### src/rtl/taho_pkg.sv
// Shared constants for the tacho/impulse front end: parameter defaults,
// channel indices and a counter-width helper.
package taho_pkg;

    localparam int CLK_PER_MSEC_DEF = 1000;
    localparam int MSEC_PER_SEC_DEF = 1000;
    localparam int FILT_LEN_DEF     = 8;
    localparam int STUCK_SEC_DEF    = 5;

    localparam int CH_TAHO1  = 0;
    localparam int CH_TAHO2  = 1;
    localparam int CH_IMPULS = 2;
    localparam int N_CH      = 3;

    // Width of a counter holding 0..n-1, never narrower than one bit.
    function automatic int cnt_w(input int n);
        return (n > 1) ? $clog2(n) : 1;
    endfunction

endpackage

### src/rtl/taho_front_end_if.sv
// Field-side bundle of the front end: raw inputs in, timebase strobes,
// filtered levels and stuck flags out.
interface taho_front_end_if;
    import taho_pkg::*;

    logic            taho1_raw;
    logic            taho2_raw;
    logic            impuls_raw;
    logic            msec;
    logic            sec;
    logic            taho1;
    logic            taho2;
    logic            impuls;
    logic [N_CH-1:0] stuck;

    modport master (
        output taho1_raw, taho2_raw, impuls_raw,
        input  msec, sec, taho1, taho2, impuls, stuck
    );

    modport slave (
        input  taho1_raw, taho2_raw, impuls_raw,
        output msec, sec, taho1, taho2, impuls, stuck
    );

endinterface

### src/rtl/taho_in_filter.sv
// One input channel: two-flop synchroniser, stability filter and a
// seconds-based no-activity detector.
module taho_in_filter
    import taho_pkg::*;
#(
    parameter int FILT_LEN  = FILT_LEN_DEF,
    parameter int STUCK_SEC = STUCK_SEC_DEF
) (
    input  logic clock,
    input  logic reset,
    input  logic sec,
    input  logic raw,
    output logic filt,
    output logic stuck
);

    localparam int FCNT_W = cnt_w(FILT_LEN + 1);
    localparam int SCNT_W = cnt_w(STUCK_SEC + 1);

    logic              meta_q;
    logic              sync_q;
    logic [FCNT_W-1:0] fcnt_q, fcnt_d;
    logic              filt_q, filt_d;
    logic              edge_q;
    logic              toggle;
    logic [SCNT_W-1:0] scnt_q, scnt_d;
    logic              stuck_q, stuck_d;

    always_comb begin
        toggle = 1'b0;
        fcnt_d = '0;
        // The FILT_LEN-th consecutive differing sample flips the output.
        if (sync_q != filt_q) begin
            if (fcnt_q == FCNT_W'(FILT_LEN - 1)) begin
                toggle = 1'b1;
            end else begin
                fcnt_d = fcnt_q + 1'b1;
            end
        end
        filt_d = filt_q ^ toggle;

        // An edge outranks a coincident sec strobe.
        scnt_d = scnt_q;
        if (edge_q) begin
            scnt_d = '0;
        end else if (sec && (scnt_q != SCNT_W'(STUCK_SEC))) begin
            scnt_d = scnt_q + 1'b1;
        end
        stuck_d = (scnt_d == SCNT_W'(STUCK_SEC));
    end

    always_ff @(posedge clock) begin
        if (reset) begin
            meta_q  <= 1'b0;
            sync_q  <= 1'b0;
            fcnt_q  <= '0;
            filt_q  <= 1'b0;
            edge_q  <= 1'b0;
            scnt_q  <= '0;
            stuck_q <= 1'b0;
        end else begin
            meta_q  <= raw;
            sync_q  <= meta_q;
            fcnt_q  <= fcnt_d;
            filt_q  <= filt_d;
            edge_q  <= toggle;
            scnt_q  <= scnt_d;
            stuck_q <= stuck_d;
        end
    end

    assign filt  = filt_q;
    assign stuck = stuck_q;

endmodule

### src/rtl/taho_front_end.sv
// Conditioning stage ahead of the tacho/impulse counters: msec/sec timebase
// plus three identical filtered input channels.
module taho_front_end
    import taho_pkg::*;
#(
    parameter int CLK_PER_MSEC = CLK_PER_MSEC_DEF,
    parameter int MSEC_PER_SEC = MSEC_PER_SEC_DEF,
    parameter int FILT_LEN     = FILT_LEN_DEF,
    parameter int STUCK_SEC    = STUCK_SEC_DEF
) (
    input  logic            clock,
    input  logic            reset,
    taho_front_end_if.slave io
);

    localparam int PRE_W = cnt_w(CLK_PER_MSEC);
    localparam int MS_W  = cnt_w(MSEC_PER_SEC);

    logic [PRE_W-1:0] presc_q, presc_d;
    logic [MS_W-1:0]  msec_cnt_q, msec_cnt_d;
    logic             msec_tick;
    logic             sec_tick;
    logic [N_CH-1:0]  raw_vec;
    logic [N_CH-1:0]  filt_vec;
    logic [N_CH-1:0]  stuck_vec;

    // Strobes decode the counter state directly, so sec always rides on msec.
    assign msec_tick = (presc_q == PRE_W'(CLK_PER_MSEC - 1));
    assign sec_tick  = msec_tick && (msec_cnt_q == MS_W'(MSEC_PER_SEC - 1));

    always_comb begin
        presc_d    = msec_tick ? '0 : presc_q + 1'b1;
        msec_cnt_d = msec_cnt_q;
        if (sec_tick) begin
            msec_cnt_d = '0;
        end else if (msec_tick) begin
            msec_cnt_d = msec_cnt_q + 1'b1;
        end
    end

    always_ff @(posedge clock) begin
        if (reset) begin
            presc_q    <= '0;
            msec_cnt_q <= '0;
        end else begin
            presc_q    <= presc_d;
            msec_cnt_q <= msec_cnt_d;
        end
    end

    assign raw_vec[CH_TAHO1]  = io.taho1_raw;
    assign raw_vec[CH_TAHO2]  = io.taho2_raw;
    assign raw_vec[CH_IMPULS] = io.impuls_raw;

    generate
        for (genvar gi = 0; gi < N_CH; gi++) begin : g_ch
            taho_in_filter #(
                .FILT_LEN  (FILT_LEN),
                .STUCK_SEC (STUCK_SEC)
            ) u_filt (
                .clock (clock),
                .reset (reset),
                .sec   (sec_tick),
                .raw   (raw_vec[gi]),
                .filt  (filt_vec[gi]),
                .stuck (stuck_vec[gi])
            );
        end
    endgenerate

    assign io.msec   = msec_tick;
    assign io.sec    = sec_tick;
    assign io.taho1  = filt_vec[CH_TAHO1];
    assign io.taho2  = filt_vec[CH_TAHO2];
    assign io.impuls = filt_vec[CH_IMPULS];
    assign io.stuck  = stuck_vec;

endmodule

### src/flat_wrapper.sv
// flat-port wrapper written by rule: the top's interface ports become plain ports
module taho_front_end_flat import taho_pkg::*;
#(
    parameter int CLK_PER_MSEC = CLK_PER_MSEC_DEF,
    parameter int MSEC_PER_SEC = MSEC_PER_SEC_DEF,
    parameter int FILT_LEN     = FILT_LEN_DEF,
    parameter int STUCK_SEC    = STUCK_SEC_DEF
)
  (clock, reset, io_taho1_raw, io_taho2_raw, io_impuls_raw, io_msec, io_sec, io_taho1, io_taho2, io_impuls, io_stuck);
  taho_front_end_if io_i ();
  input  logic clock;
  input  logic reset;
  input wire logic [$bits(io_i.taho1_raw)-1:0] io_taho1_raw;
  input wire logic [$bits(io_i.taho2_raw)-1:0] io_taho2_raw;
  input wire logic [$bits(io_i.impuls_raw)-1:0] io_impuls_raw;
  output wire logic [$bits(io_i.msec)-1:0] io_msec;
  output wire logic [$bits(io_i.sec)-1:0] io_sec;
  output wire logic [$bits(io_i.taho1)-1:0] io_taho1;
  output wire logic [$bits(io_i.taho2)-1:0] io_taho2;
  output wire logic [$bits(io_i.impuls)-1:0] io_impuls;
  output wire logic [$bits(io_i.stuck)-1:0] io_stuck;
  assign io_i.taho1_raw = io_taho1_raw;
  assign io_i.taho2_raw = io_taho2_raw;
  assign io_i.impuls_raw = io_impuls_raw;
  assign io_msec = io_i.msec;
  assign io_sec = io_i.sec;
  assign io_taho1 = io_i.taho1;
  assign io_taho2 = io_i.taho2;
  assign io_impuls = io_i.impuls;
  assign io_stuck = io_i.stuck;
  taho_front_end #(.CLK_PER_MSEC(CLK_PER_MSEC), .MSEC_PER_SEC(MSEC_PER_SEC), .FILT_LEN(FILT_LEN), .STUCK_SEC(STUCK_SEC)) u_core (.clock(clock), .reset(reset), .io(io_i));
endmodule
### config.mk
export PLATFORM = sky130hd
export DESIGN_NAME = taho_front_end_flat
export DESIGN_NICKNAME = d
export VERILOG_FILES = /design/src/rtl/taho_pkg.sv /design/src/rtl/taho_front_end_if.sv /design/src/rtl/taho_in_filter.sv /design/src/rtl/taho_front_end.sv /design/src/flat_wrapper.sv
export SDC_FILE = /design/constraint.sdc
export NUM_CORES = 1
export LEC_CHECK = 0
export BUFFER_PORTS_ARGS = -buffer_cell sky130_fd_sc_hd__buf_2
export CORE_MARGIN = 2
export CORE_UTILIZATION = 57
export CTS_BUF_LIST = sky130_fd_sc_hd__clkbuf_2
export DETAILED_ROUTE_END_ITERATION = 12
export GPL_TIMING_DRIVEN = 0
export PLACE_DENSITY = 0.81
export SYNTH_ARGS = -nofsm -noshare
export SYNTH_HDL_FRONTEND = slang
export SYNTH_SLANG_ARGS = --single-unit
### constraint.sdc
create_clock -name clock -period 1.7 [get_ports clock]
set_input_delay 0 -clock clock [delete_from_list [all_inputs] [get_ports clock]]
set_output_delay 0 -clock clock [all_outputs]
set_load 0.005 [all_outputs]
# After elaboration in Yosys (flattened, before gate mapping)
# Index checks and enable logic that the tools add are counted.
[word_totals] reg_bits=56 output_inout_bits=8 word_cells=72
[classes] addsub=8 n_eq_ne=14 n_mux=12 n_bitwise=6 n_reduce_logical=9
[ops] operator="adder 10 x 1 -> 10 bit (second input constant)" count=2
[ops] operator="== test 10 bit (second input constant)" count=2
[ops] operator="2-to-1 mux 3 bit" count=6
[ops] operator="adder 4 x 1 -> 4 bit (second input constant)" count=3
[ops] operator="== test 4 x 3 -> 1 bit (second input constant)" count=3
[ops] operator="adder 3 x 1 -> 3 bit (second input constant)" count=3
[ops] operator="== test 3 bit (second input constant)" count=3
[ops] operator="inequality test 3 bit (second input constant)" count=3
[ops] operator="OR reduction 3 bit" count=3
[ops] operator="2-to-1 mux 1 bit" count=6
[ops] operator="logical AND 1 bit" count=4
[ops] operator="OR reduction 2 bit" count=2
[ops] operator="inequality test 1 bit" count=3
[ops] operator="NOT 1 bit" count=3
[ops] operator="bitwise XOR 1 bit" count=3

# Logic depth before layout (Yosys ltp)
[depth] depth_word=6 depth_mapped=7 depth_no_buf=6

# Hierarchy
# From an unflattened synthesis, not the netlist that was laid out.
[unflattened] hier_cells=237 area_unflattened_um2=2333.5
[by_module_without_submodules] module="taho_in_filter" instances=3 cells_each=44 area_each_um2=475.5 seq_area_each_um2=240.2
[by_module_without_submodules] module="taho_front_end" instances=1 cells_each=105 area_each_um2=907.1 seq_area_each_um2=400.4

# Worst setup path before layout
# OpenSTA, ideal clock, no wires.
[synth_path] kind="register to register" from="register u_core.presc_q[0]" to="register u_core.g_ch[0].u_filt.stuck_q" setup_ns=0.086 t_arrival_ns=1.646 slack_ns=-0.032 stages_incl_launch_ff=6 path_buffers=0 synth_period_minus_slack_ns=1.732 cell_sequence="dfxtp_1 ha_1 and2_1 nand4_4 or4_4 a221oi_2"
[synth_via] elab_chain_len=6
[synth_lines] item="from (decl)" line_no="taho_front_end.sv:19" source="logic [PRE_W-1:0] presc_q, presc_d;"
[synth_lines] item="from (signal assigned)" line_no="taho_front_end.sv:46" source="presc_q <= presc_d;"
[synth_lines] item="== test 10 bit" line_no="taho_front_end.sv:28" source="assign msec_tick = (presc_q == PRE_W'(CLK_PER_MSEC - 1));"
[synth_lines] item="logical AND 1 bit" line_no="taho_front_end.sv:29" source="assign sec_tick = msec_tick && (msec_cnt_q == MS_W'(MSEC_PER_SEC - 1));"
[synth_lines] item="logical AND 1 bit" line_no="taho_in_filter.sv:46" source="end else if (sec && (scnt_q != SCNT_W'(STUCK_SEC))) begin"
[synth_lines] item="2-to-1 mux 3 bit" line_no="taho_in_filter.sv:46"
[synth_lines] item="2-to-1 mux 3 bit" line_no="taho_in_filter.sv:44" source="if (edge_q) begin"
[synth_lines] item="== test 3 bit" line_no="taho_in_filter.sv:49" source="stuck_d = (scnt_d == SCNT_W'(STUCK_SEC));"
[synth_lines] item="to (signal assigned)" line_no="taho_in_filter.sv:68" source="stuck_q <= stuck_d;"
[synth_lines] item="to (decl)" line_no="taho_in_filter.sv:27" source="logic stuck_q, stuck_d;"
# No other way between the ends.
# A chain may end at the register's enable or synchronous reset.

# Final worst setup path
[layout_path] from="register u_core.presc_q[3]" to="register u_core.g_ch[1].u_filt.stuck_q"
[layout_via] elab_chain_len=6
[layout_lines] item="== test 10 bit" line_no="taho_front_end.sv:28"
[layout_lines] item="logical AND 1 bit" line_no="taho_front_end.sv:29"
[layout_lines] item="logical AND 1 bit" line_no="taho_in_filter.sv:46"
[layout_lines] item="2-to-1 mux 3 bit" line_no="taho_in_filter.sv:46"
[layout_lines] item="2-to-1 mux 3 bit" line_no="taho_in_filter.sv:44"
[layout_lines] item="== test 3 bit" line_no="taho_in_filter.sv:49"
[layout_lines] item="to (signal assigned)" line_no="taho_in_filter.sv:68"
[layout_lines] item="to (decl)" line_no="taho_in_filter.sv:27"
# No other way between the ends.

==> flow_summary_export.csv <==
group,metric,value,unit
status,status,"complete, but fails checks",
status,failed_checks,"negative setup slack",
layout,multi_input_area,1400,um^2
synth,synth_xor_area_share,7.01,%
pwr,leakagePower,1.16,nW
global_routing,grt_usage,21.4,%
critical_path,crit_family,"simple AND/OR/NAND/NOR gates",
detailed_routing,vias_per_cell,5.63,
placement,numPortBuffers,12,
sta,setup_violations,8,
synth,synth_mux_area_share,1.60,%
floorplanning,ios,13,
sta,fin_hold_ws,0.298,ns
sta,max_freq,558,MHz
critical_path,worstSetupStartpoint,"u_core.presc_q[3]",
layout,layout_commonest_cell,"dfxtp_1",
floorplanning,fp-row-count,24,
sta,period_share,105,%
pwr,power,2.08,mW
synth,syn_inst,267,
critical_path,slowest_stage,"or4_4",
critical_path,crit_chain,"and4bb_2 > nand4_4 > or4_4 > a221oi_2",
sta,hold_violations,0,
synth,yosysTopAreaCellShare,44.8,%
layout,final_cell_mix,"dfxtp_1 (42), nor2_1 (36), buf_4 (20), dfxtp_2 (14)",
placement,place_area,2630,um^2
detailed_routing,wl_per_cell,14.2,um
synth,synth_compound_area_share,10.4,%
synth,syn_area,2500,um^2
pwr,powerDensity,687,nW/um^2
detailed_routing,firstDrtPassIters,4,
sta,rsz0062_at_grt,"yes",
global_routing,grt_max_degree,18,
synth,synthesis.nets,283,
floorplanning,coreArea,4290,um^2
layout,seq_area,1140,um^2
detailed_routing,drt_wl_total,5060,um
critical_path,critical-path-max-stage-delay,0.57,ns
placement,hpwl,2980,um
synth,synth_top_family_by_area,"simple AND/OR/NAND/NOR gates",
layout,fillCellCount,316,
critical_path,reg2reg_depth,4,
synth,async_reset_ff_share,0,%
critical_path,worstSetupEndpointType,"register",
synth,ys_ff_latch,56,
synth,ys_top_cells_by_area,"dfxtp_1 (45%), nor2_1 (5.6%), ha_1 (5.5%), xnor2_1 (3.5%), xor2_1 (3.5%)",
global_routing,grt_overflow,0,
synth,synthSimpleGateAreaFrac,26.5,%
floorplanning,die_w,70.2,um
layout,num_antenna_cells,0,
synth,yosysTopAreaCell,"dfxtp_1",
floorplanning,start_util,58.2,%
synth,ys_types,41,
critical_path,r2r-start,"u_core.presc_q[3]",
cts,cts_sinks,56,
placement,gp_congestion,0.780,
global_routing,use_met3,3.46,%
synth,ys_seq_area_share,44.8,%
sta,slew-limit-headroom,67.4,%
worst_hold_path,hold_path.startpoint,"io_taho1_raw",
global_routing,use_met1,26.6,%
cts,htreeDepth,2,
pwr,peakVddDrop,692,uV
cts,clkTransAtPathRegs,0.27,ns
layout,final_nets,320,
critical_path,cp.required,2.09,ns
critical_path,critical_path_arrival,2.18,ns
sta,finalClockSkew,0.0195,ns
synth,synth_top_flop_cell,"dfxtp_1",
sta,min_period,1.79,ns
synth,syn_avg_cell_area,9.36,um^2
placement,post-place-ws,-0.177,ns
synth,yosys.area_share.adder,5.51,%
global_routing,grt_pass1_vias,1916,
critical_path,worst-path-buf-inv,0,
cts,tritoncts,"built",
layout,design_area,3020,um^2
global_routing,grt_pass1_wl,8520,um
detailed_routing,drc,0,
layout,drive_gt1_share,29.2,%
cts,root_buffer,"clkbuf_2",
critical_path,start_kind,"register",
worst_hold_path,hp-class,"in -> reg",
floorplanning,dieArea,4930,um^2
cts,clock_latency,0.44,ns
detailed_routing,postRouteAntennaNets,0,
critical_path,crit_type,"reg -> reg",
global_routing,antenna_found_initial,0,
worst_hold_path,hold_depth,3,
job,drv_cap,0,
critical_path,path_max_fanout,6,
critical_path,r2r_slack,-0.09,ns
sta,drv_slew,0,
synth,synth_edf_count,0,
global_routing,use_met2,36.2,%
critical_path,crit_cells,4,
detailed_routing,drtIter0Drc,151,
detailed_routing,vias,2011,
synth,yosys_warnings,0,
floorplanning,die_y,70.2,um
sta,worst_slew_pin_slew,0.489,ns
layout,syn2layout_area_growth,20.8,%
sta,worst_slack,-0.0922,ns
cts,clockBufferDepth,2,
cts,cts_buffers,5,
global_routing,grt_busiest_layer,"met2",
[flip-flops by register name, indices dropped and copies added (netlist names), named ones only]
register	cells
u_core.g_ch.u_filt.edge_q	3
u_core.g_ch.u_filt.scnt_q	9
u_core.g_ch.u_filt.stuck	3
u_core.presc_q	10
u_core.g_ch.u_filt.sync_q	3
u_core.g_ch.u_filt.fcnt_q	12
u_core.msec_cnt_q	10
u_core.g_ch.u_filt.meta_q	3
[worst paths after layout]
check,to
worst min register to register,u_core.g_ch[2].u_filt.sync_q
worst max-delay path,u_core.g_ch[1].u_filt.stuck
worst max register to register,u_core.g_ch[1].u_filt.stuck
worst min-delay path,u_core.g_ch[0].u_filt.meta_q
[power by group]
| group | internal (mW) | switching [mW] |
|---|---|---|
| combinational | 0.0342 | 0.0354 |
| sequential | 1.33 | 0.0101 |
| clock | 0.261 | 0.402 |
[synthesized netlist by cell type (4+ instances only)]
library cell  count
nand2b_1          6
o21ai_0           4
xnor2_1          10
ha_1             11
nand3_1           8
nor2_1           37
or4_1             8
nand4_1           5
nor2b_1           6
inv_1            10
dfxtp_1          56
a21oi_1          13
xor2_1           10
nor3b_1           4
o31ai_1          10
and2_1            5
nand2_1          12
mux2i_1           4
clkbuf_1          6
[worst min-delay path, stage by stage]
cell and delay, ns:
dlygate4sd3_1 0.52, buf_2 0.09, nor2b_1 0.10
[through the flow]
step	setup TNS, ns	util, %	std cells
floorplan	0	-	267
global placement	-2.29	61.2	331
detailed placement	-3.57	61.2	331
CTS	-0.154	68.2	355
global route	-1.49	70.3	357
finish	-0.488	70.3	357
[cell families (layout without fill, tap and decap cells)]
group | after synthesis | count (layout)
xor gates and xnor gates | 20 | 20
adders and majority gates | 11 | 11
and+or+nand+nor | 117 | 118
DFF | 56 | 56
AOI/OAI and AO/OA | 37 | 37
muxes | 4 | 4
buffers and inverters | 22 | 59
[area by class of cell]
class	count	share of cell area, %
buffer	8	2.82
multi-input combinational	190	46.3
sequential	56	37.7
inverter	10	1.24
clock inverter	2	1.28
timing repair buffer	33	7.54
tap	52	2.15
clock buffer	6	0.994
[timing repair]
item                                   4_1_cts  5_1_grt
cloned                                       1        0
setup buffers                               14        3
resized for setup                           27       20
endpoints found under the hold margin       22        0
setup endpoints to repair                   32       30
hold buffers                                 4        0
pin swaps                                   16        6
[layer usage]
metal  vias up  part of all wire [%]
met2        48                    51
met4         0                  0.87
met1       951                    44
met3         4                   3.9
met5         -                     0
li1       1008                     -
Note: power is estimated with default switching activity, not from simulation.
